--- config.mk ---
export PLATFORM = sky130hd
export DESIGN_NAME = comport_uart
export DESIGN_NICKNAME = d
export VERILOG_FILES = /design/src/rtl/comport_pkg.sv /design/src/rtl/comport_fifo.sv /design/src/rtl/comport_uart.sv
export SDC_FILE = /design/constraint.sdc
export NUM_CORES = 1
export LEC_CHECK = 0
export CORE_ASPECT_RATIO = 1.4
export CORE_MARGIN = 2
export CORE_UTILIZATION = 65
export DETAILED_ROUTE_END_ITERATION = 12
export GPL_TIMING_DRIVEN = 0
export PLACE_DENSITY = 0.79
export SYNTH_ARGS = -nofsm -noshare
export SYNTH_HDL_FRONTEND = slang
export SYNTH_SLANG_ARGS = --single-unit
--- constraint.sdc ---
create_clock -name clk -period 9.7 [get_ports clk]
set_input_delay 0.97 -clock clk [delete_from_list [all_inputs] [get_ports clk]]
set_output_delay 0.97 -clock clk [all_outputs]
set_load 0.05 [all_outputs]
--- src/rtl/comport_pkg.sv ---
// Shared definitions for the COM-port responder.
//   - register indices (A[10:8] of the $F8EF..$FFEF window)
//   - LSR bit positions and IIR codes
//   - serial FSM state enum and a packed struct holding both FSM states,
//     which is also the observation point for the TX and RX state machines.
package comport_pkg;

  localparam logic [2:0] REG_RBR_THR = 3'd0;
  localparam logic [2:0] REG_IER     = 3'd1;
  localparam logic [2:0] REG_IIR_FCR = 3'd2;
  localparam logic [2:0] REG_LCR     = 3'd3;
  localparam logic [2:0] REG_MCR     = 3'd4;
  localparam logic [2:0] REG_LSR     = 3'd5;
  localparam logic [2:0] REG_MSR     = 3'd6;
  localparam logic [2:0] REG_SCR     = 3'd7;

  localparam int LSR_DR   = 0;
  localparam int LSR_OE   = 1;
  localparam int LSR_FE   = 3;
  localparam int LSR_THRE = 5;
  localparam int LSR_TEMT = 6;

  localparam logic [7:0] IIR_RDA   = 8'hC4;
  localparam logic [7:0] IIR_THRE  = 8'hC2;
  localparam logic [7:0] IIR_NONE  = 8'hC1;
  localparam logic [7:0] MSR_VALUE = 8'hB0;

  typedef enum logic [1:0] {
    ST_IDLE  = 2'd0,
    ST_START = 2'd1,
    ST_DATA  = 2'd2,
    ST_STOP  = 2'd3
  } ser_state_t;

  typedef struct packed {
    ser_state_t tx;
    ser_state_t rx;
  } fsm_state_t;

endpackage

--- src/rtl/comport_fifo.sv ---
// Synchronous FIFO with first-word-fall-through output.
//   clk, rst_n : clock, async active-low reset
//   push, din  : write (ignored when full)
//   pop        : read  (ignored when empty); dout always shows the head entry
//   flush      : empties the FIFO, overriding a same-cycle push/pop
//   full, empty: status
module comport_fifo #(
  parameter int AW = 4,
  parameter int W  = 8
) (
  input  logic         clk,
  input  logic         rst_n,
  input  logic         push,
  input  logic         pop,
  input  logic         flush,
  input  logic [W-1:0] din,
  output logic [W-1:0] dout,
  output logic         full,
  output logic         empty
);

  logic [W-1:0] mem [2**AW];
  logic [AW:0]  wptr;
  logic [AW:0]  rptr;
  logic         wr;
  logic         rd;

  // Extra pointer MSB distinguishes full from empty when the indices match.
  assign empty = (wptr == rptr);
  assign full  = (wptr[AW] != rptr[AW]) && (wptr[AW-1:0] == rptr[AW-1:0]);
  assign wr    = push && !full;
  assign rd    = pop && !empty;
  assign dout  = mem[rptr[AW-1:0]];

  always_ff @(posedge clk or negedge rst_n) begin
    if (!rst_n) begin
      wptr <= '0;
      rptr <= '0;
    end else if (flush) begin
      wptr <= '0;
      rptr <= '0;
    end else begin
      if (wr) wptr <= wptr + 1'b1;
      if (rd) rptr <= rptr + 1'b1;
    end
  end

  always_ff @(posedge clk) begin
    if (wr && !flush) mem[wptr[AW-1:0]] <= din;
  end

endmodule

--- src/rtl/comport_uart.sv ---
// Z80 COM-port responder: 16550-subset register file plus 8N1 UART.
//   clk, rst_n                  : clock, async active-low reset
//   wait_start/rnw/addr/wdata   : one-cycle request from the port decoder
//   wait_rdata, wait_end        : read data and one-cycle completion pulse
//   rxd, txd                    : serial line (txd idles high)
//   irq                         : registered interrupt request
//
// Handshake: wait_start is accepted only when idle (req_q and wait_end low).
// The request is latched on that edge (cycle 0), the register access and all
// its side effects happen on the next edge (cycle 1), and wait_end is high for
// exactly cycle 2. wait_rdata is updated by reads only and holds until the
// next read completes.
module comport_uart
  import comport_pkg::*;
#(
  parameter int          FIFO_AW   = 4,
  parameter logic [15:0] DIV_RESET = 16'd1
) (
  input  logic       clk,
  input  logic       rst_n,
  input  logic       wait_start,
  input  logic       wait_rnw,
  input  logic [2:0] wait_addr,
  input  logic [7:0] wait_wdata,
  output logic [7:0] wait_rdata,
  output logic       wait_end,
  input  logic       rxd,
  output logic       txd,
  output logic       irq
);

  logic       req_q, req_rnw;
  logic [2:0] req_addr;
  logic [7:0] req_wdata;
  logic [1:0] ier;
  logic [7:0] lcr, mcr, scr, dll, dlm, lsr, iir, rd_mux;
  logic       oe, fe, dlab, acc_rd, acc_wr;
  logic       dr, thre, temt;
  logic       rx_pop, rx_flush, rx_empty, rx_full, rx_push;
  logic       tx_push, tx_pop, tx_flush, tx_empty, tx_full;
  logic [7:0] rx_dout, tx_dout;
  logic [15:0] baud_cnt, div;
  logic       tick;
  logic [1:0] rx_sync;
  logic       rx_in, tx_line;

  fsm_state_t st, st_n;
  logic [3:0] tx_tcnt, tx_tcnt_n, rx_tcnt, rx_tcnt_n;
  logic [2:0] tx_bcnt, tx_bcnt_n, rx_bcnt, rx_bcnt_n;
  logic [7:0] tx_shift, tx_shift_n, rx_shift, rx_shift_n;

  // ---------------- request capture ----------------
  always_ff @(posedge clk or negedge rst_n) begin
    if (!rst_n) begin
      req_q     <= 1'b0;
      req_rnw   <= 1'b0;
      req_addr  <= '0;
      req_wdata <= '0;
      wait_end  <= 1'b0;
    end else begin
      req_q    <= wait_start && !req_q && !wait_end;
      wait_end <= req_q;
      if (wait_start && !req_q && !wait_end) begin
        req_rnw   <= wait_rnw;
        req_addr  <= wait_addr;
        req_wdata <= wait_wdata;
      end
    end
  end

  assign dlab     = lcr[7];
  assign acc_rd   = req_q && req_rnw;
  assign acc_wr   = req_q && !req_rnw;
  assign rx_pop   = acc_rd && (req_addr == REG_RBR_THR) && !dlab;
  assign tx_push  = acc_wr && (req_addr == REG_RBR_THR) && !dlab && !tx_full;
  assign rx_flush = acc_wr && (req_addr == REG_IIR_FCR) && req_wdata[1];
  assign tx_flush = acc_wr && (req_addr == REG_IIR_FCR) && req_wdata[2];

  assign dr   = !rx_empty;
  assign thre = tx_empty;
  assign temt = tx_empty && (st.tx == ST_IDLE);

  always_comb begin
    lsr           = '0;
    lsr[LSR_DR]   = dr;
    lsr[LSR_OE]   = oe;
    lsr[LSR_FE]   = fe;
    lsr[LSR_THRE] = thre;
    lsr[LSR_TEMT] = temt;
    if (ier[0] && dr)        iir = IIR_RDA;
    else if (ier[1] && thre) iir = IIR_THRE;
    else                     iir = IIR_NONE;
    case (req_addr)
      REG_RBR_THR: rd_mux = dlab ? dll : (rx_empty ? 8'h00 : rx_dout);
      REG_IER:     rd_mux = dlab ? dlm : {6'b0, ier};
      REG_IIR_FCR: rd_mux = iir;
      REG_LCR:     rd_mux = lcr;
      REG_MCR:     rd_mux = mcr;
      REG_LSR:     rd_mux = lsr;
      REG_MSR:     rd_mux = MSR_VALUE;
      default:     rd_mux = scr;
    endcase
  end

  // ---------------- register file ----------------
  always_ff @(posedge clk or negedge rst_n) begin
    if (!rst_n) begin
      ier        <= '0;
      lcr        <= '0;
      mcr        <= '0;
      scr        <= '0;
      {dlm, dll} <= DIV_RESET;
      oe         <= 1'b0;
      fe         <= 1'b0;
      wait_rdata <= '0;
      irq        <= 1'b0;
    end else begin
      if (acc_wr) begin
        case (req_addr)
          REG_RBR_THR: if (dlab) dll <= req_wdata;
          REG_IER:     if (dlab) dlm <= req_wdata; else ier <= req_wdata[1:0];
          REG_LCR:     lcr <= req_wdata;
          REG_MCR:     mcr <= req_wdata;
          REG_SCR:     scr <= req_wdata;
          default:     ;
        endcase
      end
      if (acc_rd) wait_rdata <= rd_mux;
      // A new error in the same cycle as an LSR read must not be lost.
      if (rx_push && rx_full)                   oe <= 1'b1;
      else if (acc_rd && req_addr == REG_LSR)   oe <= 1'b0;
      if (rx_push && !rx_in)                    fe <= 1'b1;
      else if (acc_rd && req_addr == REG_LSR)   fe <= 1'b0;
      irq <= (ier[0] && dr) || (ier[1] && thre);
    end
  end

  // ---------------- baud generator (16x) ----------------
  assign div  = {dlm, dll};
  assign tick = (baud_cnt == 16'd0) && (div != 16'd0);

  always_ff @(posedge clk or negedge rst_n) begin
    if (!rst_n)                  baud_cnt <= '0;
    else if (baud_cnt == 16'd0)  baud_cnt <= (div == 16'd0) ? 16'd0 : div - 16'd1;
    else                         baud_cnt <= baud_cnt - 16'd1;
  end

  // ---------------- serial line ----------------
  always_ff @(posedge clk or negedge rst_n) begin
    if (!rst_n) rx_sync <= 2'b11;
    else        rx_sync <= {rx_sync[0], rxd};
  end

  assign tx_line = (st.tx == ST_START) ? 1'b0 :
                   (st.tx == ST_DATA)  ? tx_shift[0] : 1'b1;
  // Loopback feeds the TX line straight back (already synchronous).
  assign rx_in   = mcr[4] ? tx_line : rx_sync[1];
  assign txd     = tx_line | mcr[4];

  // ---------------- TX / RX state machines ----------------
  always_ff @(posedge clk or negedge rst_n) begin
    if (!rst_n) begin
      st       <= '{tx: ST_IDLE, rx: ST_IDLE};
      tx_tcnt  <= '0;
      tx_bcnt  <= '0;
      tx_shift <= '0;
      rx_tcnt  <= '0;
      rx_bcnt  <= '0;
      rx_shift <= '0;
    end else begin
      st       <= st_n;
      tx_tcnt  <= tx_tcnt_n;
      tx_bcnt  <= tx_bcnt_n;
      tx_shift <= tx_shift_n;
      rx_tcnt  <= rx_tcnt_n;
      rx_bcnt  <= rx_bcnt_n;
      rx_shift <= rx_shift_n;
    end
  end

  always_comb begin
    st_n       = st;
    tx_tcnt_n  = tx_tcnt;
    tx_bcnt_n  = tx_bcnt;
    tx_shift_n = tx_shift;
    rx_tcnt_n  = rx_tcnt;
    rx_bcnt_n  = rx_bcnt;
    rx_shift_n = rx_shift;
    tx_pop     = 1'b0;
    rx_push    = 1'b0;

    // Each non-idle TX state lasts 16 ticks; tcnt wraps 15 -> 0 on exit.
    case (st.tx)
      ST_IDLE: if (tick && !tx_empty) begin
        tx_pop     = 1'b1;
        tx_shift_n = tx_dout;
        tx_tcnt_n  = '0;
        st_n.tx    = ST_START;
      end
      ST_START: if (tick) begin
        tx_tcnt_n = tx_tcnt + 4'd1;
        if (tx_tcnt == 4'd15) begin
          tx_bcnt_n = '0;
          st_n.tx   = ST_DATA;
        end
      end
      ST_DATA: if (tick) begin
        tx_tcnt_n = tx_tcnt + 4'd1;
        if (tx_tcnt == 4'd15) begin
          tx_shift_n = {1'b0, tx_shift[7:1]};
          tx_bcnt_n  = tx_bcnt + 3'd1;
          if (tx_bcnt == 3'd7) st_n.tx = ST_STOP;
        end
      end
      ST_STOP: if (tick) begin
        tx_tcnt_n = tx_tcnt + 4'd1;
        if (tx_tcnt == 4'd15) begin
          if (!tx_empty) begin
            tx_pop     = 1'b1;
            tx_shift_n = tx_dout;
            st_n.tx    = ST_START;
          end else begin
            st_n.tx = ST_IDLE;
          end
        end
      end
      default: st_n.tx = ST_IDLE;
    endcase

    // RX re-checks the start bit half a bit in, then samples bit centres.
    case (st.rx)
      ST_IDLE: if (tick && !rx_in) begin
        rx_tcnt_n = '0;
        st_n.rx   = ST_START;
      end
      ST_START: if (tick) begin
        rx_tcnt_n = rx_tcnt + 4'd1;
        if (rx_tcnt == 4'd7) begin
          rx_tcnt_n = '0;
          rx_bcnt_n = '0;
          st_n.rx   = rx_in ? ST_IDLE : ST_DATA;
        end
      end
      ST_DATA: if (tick) begin
        rx_tcnt_n = rx_tcnt + 4'd1;
        if (rx_tcnt == 4'd15) begin
          rx_shift_n = {rx_in, rx_shift[7:1]};
          rx_bcnt_n  = rx_bcnt + 3'd1;
          if (rx_bcnt == 3'd7) st_n.rx = ST_STOP;
        end
      end
      ST_STOP: if (tick) begin
        rx_tcnt_n = rx_tcnt + 4'd1;
        if (rx_tcnt == 4'd15) begin
          rx_push = 1'b1;
          st_n.rx = ST_IDLE;
        end
      end
      default: st_n.rx = ST_IDLE;
    endcase
  end

  // ---------------- FIFOs ----------------
  comport_fifo #(.AW(FIFO_AW), .W(8)) u_rx_fifo (
    .clk   (clk),
    .rst_n (rst_n),
    .push  (rx_push),
    .pop   (rx_pop),
    .flush (rx_flush),
    .din   (rx_shift),
    .dout  (rx_dout),
    .full  (rx_full),
    .empty (rx_empty)
  );

  comport_fifo #(.AW(FIFO_AW), .W(8)) u_tx_fifo (
    .clk   (clk),
    .rst_n (rst_n),
    .push  (tx_push),
    .pop   (tx_pop),
    .flush (tx_flush),
    .din   (req_wdata),
    .dout  (tx_dout),
    .full  (tx_full),
    .empty (tx_empty)
  );

endmodule

### Word level (Yosys, flattened, before mapping)

Memory sizes are Yosys's and may differ from the RTL's.
Cells that the tools add are included.

| word-level totals | value |
|---|---|
| memories kept | 2 |
| bits in read-only memories | 0 |
| logic and storage cells | 237 |
| latch bits | 0 |
| register bits | 139 |
| memory bits (writable) | 256 |

| operators by class | value |
|---|---|
| shifts and indexed selects | 0 |
| reductions and logical operators | 72 |
| equal/unequal tests | 43 |
| divide/modulo/power cells | 0 |
| magnitude comparators | 0 |
| add/subtract/negate cells | 10 |
| multiply operators | 0 |
| multiplexer cells | 79 |
| bitwise logic cells | 2 |

Memory list:

| name | depth | width | rd ports | clocked after memory_dff | write ports | RTL line | text |
|---|---|---|---|---|---|---|---|
| u_rx_fifo.mem | 16 | 8 | 1 | 0 | 1 | comport_fifo.sv:22 | `logic [W-1:0] mem [2**AW];` |
| u_tx_fifo.mem | 16 | 8 | 1 | 0 | 1 | comport_fifo.sv:22 |  |

Operators with widths:

| operator | number |
|---|---|
| two-way mux 8 bit | 10 |
| case mux 8 bit (7 select lines) | 1 |
| two-way mux 5 bit | 8 |
| two-way mux 2 bit | 18 |
| zero test 16 bit | 2 |
| two-way mux 16 bit | 2 |
| subtractor 16 x 1 -> 16 bit (second input constant) | 2 |
| logical AND 1 bit | 29 |
| != test 2 bit (second input constant) | 13 |
| two-way mux 3 bit | 8 |
| two-way mux 4 bit | 6 |
| case mux 8 bit (3 select lines) | 1 |
| adder 5 x 1 -> 5 bit (second input constant) | 4 |
| == test 3 bit (second input constant) | 6 |
| two-way mux 1 bit | 18 |
| case mux 2 bit (4 select lines) | 2 |
| AND reduction 8 bit | 2 |
| nonzero test 16 bit | 1 |
| nonzero test 2 bit | 8 |
| AND reduction 3 bit | 5 |
| != test 2 x 1 -> 1 bit (second input constant) | 6 |
| case mux 3 bit (2 select lines) | 2 |
| case mux 4 bit (3 select lines) | 1 |
| zero test 1 bit | 11 |
| 24 further kinds | 40 |

### Logic depth before layout (Yosys ltp)

| depth | value |
|---|---|
| depth in word-level cells | 9 |
| gate-level depth with buffers | 9 |
| mapped depth without buffers | 8 |

### Modules after synthesis

Synthesis repeated with hierarchy kept, for this count alone.

| second synthesis, totals | value |
|---|---|
| cells, all modules | 1,234 |
| area total of the unflattened synthesis | 17,709.5 um^2 |

By module, submodules not included:

| module | area an instance (um^2) | times used | cells an instance |
|---|---|---|---|
| comport_uart | 6,164.7 | 1 | 572 |
| comport_fifo at u_rx_fifo | 5,801.8 | 1 | 331 |
| comport_fifo at u_tx_fifo | 5,743.0 | 1 | 331 |

### Worst setup path after synthesis

OpenSTA, ideal clock, no wires.

| timing path | value |
|---|---|
| path type | register to register |
| from | reg baud_cnt[10] |
| to | mem u_rx_fifo.mem[0][0] (enable) |
| clock period less this slack | 3,228 ps |
| stages on the path, launching flop included | 8 |
| required time | 9,317 ps |
| arrival time | 2,844 ps |
| slack | 6,472 ps |
| buffers on the path | 1 |
| path through | dfrtp_1 -> or4_1 -> buf_6 -> nor4_4 -> nand2b_1 -> nor4_1 -> nand2_1 -> nor3_1 |

| between the ends | value |
|---|---|
| cells in the longest elaborated chain, start to end | 8 |

Ends and longest elaborated chain:

| item | RTL line | text |
|---|---|---|
| start: declaration | comport_uart.sv:42 | `logic [15:0] baud_cnt, div;` |
| start signal: assignment | comport_uart.sv:144 | `else if (baud_cnt == 16'd0) baud_cnt <= (div == 16'd0) ? 16'd0 : div - 16'd1;` |
| start signal: assignment | comport_uart.sv:145 | `else baud_cnt <= baud_cnt - 16'd1;` |
| zero test 16 bit | comport_uart.sv:140 | `assign tick = (baud_cnt == 16'd0) && (div != 16'd0);` |
| logical AND 1 bit | comport_uart.sv:140 |  |
| two-way mux 1 bit | comport_uart.sv:252 | `ST_STOP: if (tick) begin` |
| two-way mux 1 bit | comport_uart.sv:231 | `case (st.rx)` |
| logical AND 1 bit | comport_fifo.sv:31 | `assign wr = push && !full;` |
| logical AND 1 bit | comport_fifo.sv:49 | `if (wr && !flush) mem[wptr[AW-1:0]] <= din;` |
| two-way mux 1 bit | comport_fifo.sv:49 |  |
| two-way mux 1 bit (implied by the code) | comport_fifo.sv:49 |  |
| end: declaration | comport_fifo.sv:22 |  |

Every way passes these cells.

### Worst setup path after layout

| timing path | value |
|---|---|
| from | reg baud_cnt[0] |
| to | mem u_rx_fifo.mem[2][6] (enable) |

Same word-level chain as after synthesis.

==> summary.txt <==
Floorplanning
  • Area of the die: 27600 µm²
  • Chip height: ~200 µm
  • Horizontal die dimension: 141 µm
  • Initial standard-cell utilization of the core: 0.656
  • Core footprint: around 26000 µm²
  • Top Ports: 27
  • Standard-cell rows: 70

Timing
  • Setup skew after layout: around 0.017 ns
  • Final Hold Viols: 0
  • Final Max Tran Viols: 0
  • Highest achievable clock rate: about 230 MHz
  • Setup violation total in the final timing report: 0
  • Minimum setup slack in the final design: 5.41 ns
  • Post-layout min period: 4.29 ns
  • Slew of the pin with the lowest slew margin: 1.39 ns
  • Final critical-path share of the clock period: 0.442
  • Unrepaired setup endpoints after global routing: false
  • Worst rel slew slack: 0.0623
  • Setup TNS: 0 ns

Clocking
  • Clock tree root driver cell: clkbuf_16
  • Resized cells post-CTS: 0
  • Later-pin clock latency in the skew report: 0.53 ns
  • Clock slew seen by the registers of the worst setup and hold paths: approximately 0.070 ns
  • Clock sinks: 395
  • Postcts setup bufs: 0
  • H-tree Lvls: 2
  • CTS buffer count: 38
  • Hold bufs inserted after CTS: 0
  • TritonCTS clock tree: built
  • Largest buffer count on any clock path: 3

Synthesis
  • Parity-gate share of the synthesized area counting xor and xnor cells: 0.0252
  • Adder-cell area share of the yosys netlist: 0.0176
  • Yosys warnings: 0
  • Post-synthesis cell count: 1125
  • Sequential-to-total area share from yosys stat: 0.655
  • Mux cell area share after synthesis: 0.146
  • Top FF cell, synth: edfxtp_1
  • Compound-gate portion of the synthesized area: 0.0570
  • Net count after synthesis: 1165
  • Number of flops mapped to enable cells by yosys: 256
  • Main combinational cell family by area after synthesis: multiplexers
  • Seq cells post-synth: roughly 400
  • Number of distinct library cells after synthesis: 67
  • Simple-gate share of the synthesized area: 0.0821
  • Per-instance average area after synthesis: 15.2 µm²
  • Total standard cell area after synthesis: 17100 µm²
  • Post-synth ARST share: 0.352

Worst setup path
  • Flop-to-flop setup slack: 5.41 ns
  • Series of cell instances along the critical path: inv_1, ha_1, or4b_1, nor4_4, nand2b_1, nor4_1, nand2_1, nor3_1
  • Critical-path maximum fanout: 8
  • Maximum single-stage delay on the critical path: between 1 and 1.5 ns
  • Max stage delay cell, worst path: nor3_1
  • Crit path arrival time: 4.43 ns
  • Worst path required time: 9.84 ns
  • CP Launch Type: register
  • Crit Reg-Reg Startpoint: baud_cnt[0]
  • Classification of the worst setup path: register to register
  • FF-to-FF path depth: 8
  • Kind of capture point of the worst setup path: register
  • Reg-to-reg endpoint: u_rx_fifo.mem[2][6]

Global route
  • Global-route track usage on met1: 0.326
  • Aggregate global-route resource usage: 0.279
  • Largest net degree at the start of global routing: 83
  • Global-route wire length before repair: between 50 and 60 mm
  • Fraction of met2 tracks used by global routing: 0.504
  • Met3 GRT Util: 0.0347
  • Via count of the first global-routing pass: between 10k and 15k
  • Antenna violations before repair: 0
  • Global-route layer with the greatest usage: met2
  • Remaining global-route overflow: 0

Layout
  • Design Area, Final: 19000 µm²
  • Inserted Diodes: 0
  • Area grow syn2layout: 11.5%
  • Utilization of the core after routing: 0.731
  • Share of cells above drive strength 1: 0.182
  • Final #Nets: 1232

Power
  • Final Power: 0.00471 W
  • Relative contribution of the clock network to total power: 0.315
  • Part of the power in combinational logic: 0.216
  • Static leakage power: 6.44 nW
  • Sequential share of power: 0.469
  • P_sw: around 0.0014 W
  • Internal power consumption: 0.00329 W
  • Switching share of power: 0.302
  • Ratio of total power to cell area: 248 nW/µm²
  • Worst voltage drop across the vdd grid: 216 µV

Routing
  • Residual antenna-violating net count after detailed routing: 0
  • DR pass1 iterations: 5
  • DRC Markers: 0
  • Routed via count: 9885
  • WL per Instance: 24.2 µm
  • Detailed Route WL: between 30 and 40 mm
  • DR iter-0 viols: 670
  • Average vias per placed instance: 6.40

Worst hold path
  • WHS Endpoint: rx_sync[1]
  • Hold depth: 0
  • Min-delay worst type: register to register
  • Start point of the worst min-delay path: rx_sync[0]

Run status
  • Result of the run: finished, final reports clean

Job
  • # Max-Cap Violations: 0

Place
  • Placer congestion estimate: 0.898
  • DP HPWL: 25.0 mm
  • Number of port buffers: 26
  • Standard cell area after detailed placement: 17800 µm²
  • Post-place setup slack: 5.51 ns
[cells in the final DEF (no fill, tap or decap), types with 30 or more instances in the layout]
cell       count
edfxtp_1     256
dfrtp_1      136
nand2_1       77
nor2_1        71
mux2_2        66
mux4_2        65
clkbuf_1      47
clkbuf_16     40
o22ai_1       35
o21ai_0       30
[through the flow]
step	std cells	hold WS (ns)
final	1544	0.355
after global routing	1544	0.364
after CTS	1544	0.358
after detailed placement	1476	0.349
after global placement	1475	0.348
after floorplan	1125	0.345
[power groups by stage]
stage | clock network, W | logic (W) | registers (W)
2_1_floorplan | 0 | 0.000699 | 0.00222
6_report | 0.00149 | 0.00102 | 0.00221
5_1_grt | 0.00156 | 0.00110 | 0.00223
4_1_cts | 0.00150 | 0.00102 | 0.00220
3_3_place_gp | 0 | 0.000980 | 0.00222
3_5_place_dp | 0 | 0.00101 | 0.00223
[flip-flops by register name, summed over array words and instances, names as in the netlist, 8 cells and up, named ones only]
name	flops
u_rx_fifo.mem	128
u_tx_fifo.mem	128
baud_cnt	16
dll	8
dlm	8
lcr	8
mcr	8
req_wdata	8
rx_shift	8
scr	8
tx_shift	8
wait_rdata	8
[metal layers]
| metal | share of wire | vias up |
|---|---|---|
| met3 | 0.043 | 113 |
| met4 | 0.060 | 0 |
| met1 | 0.36 | 4986 |
| met5 | 0 | - |
| met2 | 0.54 | 326 |
| li1 | - | 4460 |
[area by class of cell]
class                           count  area, µm²
Buffer                             54        220
Clock buffer                       49       1050
Clock inverter                     19        200
Fill cell                        1571       6990
Inverter                           22       82.6
Multi-Input combinational cell    654       5600
Sequential cell                   395      11200
Tap cell                          324        405
Timing Repair Buffer               27        289
[Yosys cell counts, drive strengths merged (5+ instances only)]
| cell | number | area [µm²] |
|---|---|---|
| mux2 | 74 | 863 |
| dfrtp | 136 | 3400 |
| nand3 | 16 | 80.1 |
| or3 | 5 | 31.3 |
| o31ai | 10 | 75.1 |
| buf | 14 | 70.1 |
| nor2 | 71 | 267 |
| o22ai | 36 | 231 |
| nor2b | 11 | 68.8 |
| nor4 | 15 | 109 |
| nand4 | 8 | 50.1 |
| o21ai | 31 | 155 |
| xor2 | 23 | 201 |
| or4 | 8 | 63.8 |
| a31oi | 9 | 56.3 |
| a211oi | 10 | 80.1 |
| ha | 24 | 300 |
| mux2i | 16 | 160 |
| nor3 | 30 | 161 |
| inv | 21 | 78.8 |
| and3 | 5 | 31.3 |
| o211ai | 8 | 60.1 |
| nand2b | 12 | 75.1 |
| edfxtp | 256 | 7690 |
| xnor2 | 26 | 228 |
| mux4 | 65 | 1460 |
| a21oi | 22 | 110 |
| nand2 | 77 | 289 |
| clkbuf | 40 | 150 |
[worst max-delay path: cells and delay by family, from the launching register on]
family | cells | cell delay (ns)
adders and majority gates | 1 | 0.14
and+or+nand+nor | 6 | 3.22
buffers and inverters | 1 | 0.11
DFF | 1 | 0.42
[worst max path at each step]
stage | start | to | slack [ns] | depth (start not counted)
floorplan | baud_cnt[10] | u_rx_fifo.mem[0][0] | 6.47 | 7
global placement | rst_n | scr[3] | 1.98 | 1
global route | baud_cnt[0] | u_rx_fifo.mem[1][4] | 5.10 | 8
CTS | baud_cnt[0] | u_rx_fifo.mem[2][7] | 5.46 | 8
detailed placement | baud_cnt[0] | u_rx_fifo.mem[1][6] | 5.51 | 8
finish | baud_cnt[0] | u_rx_fifo.mem[2][6] | 5.41 | 8
[cells by family after synthesis]
| kind of cell | after synthesis |
|---|---|
| adder cells (fa/ha/maj) | 24 |
| XOR/XNOR | 49 |
| multiplexers | 155 |
| AND/OR/NAND/NOR | 279 |
| flip-flops | 395 |
| AO/OA/AOI/OAI | 147 |
| buffers and inverters | 76 |
(Power assumes the default switching activity.)
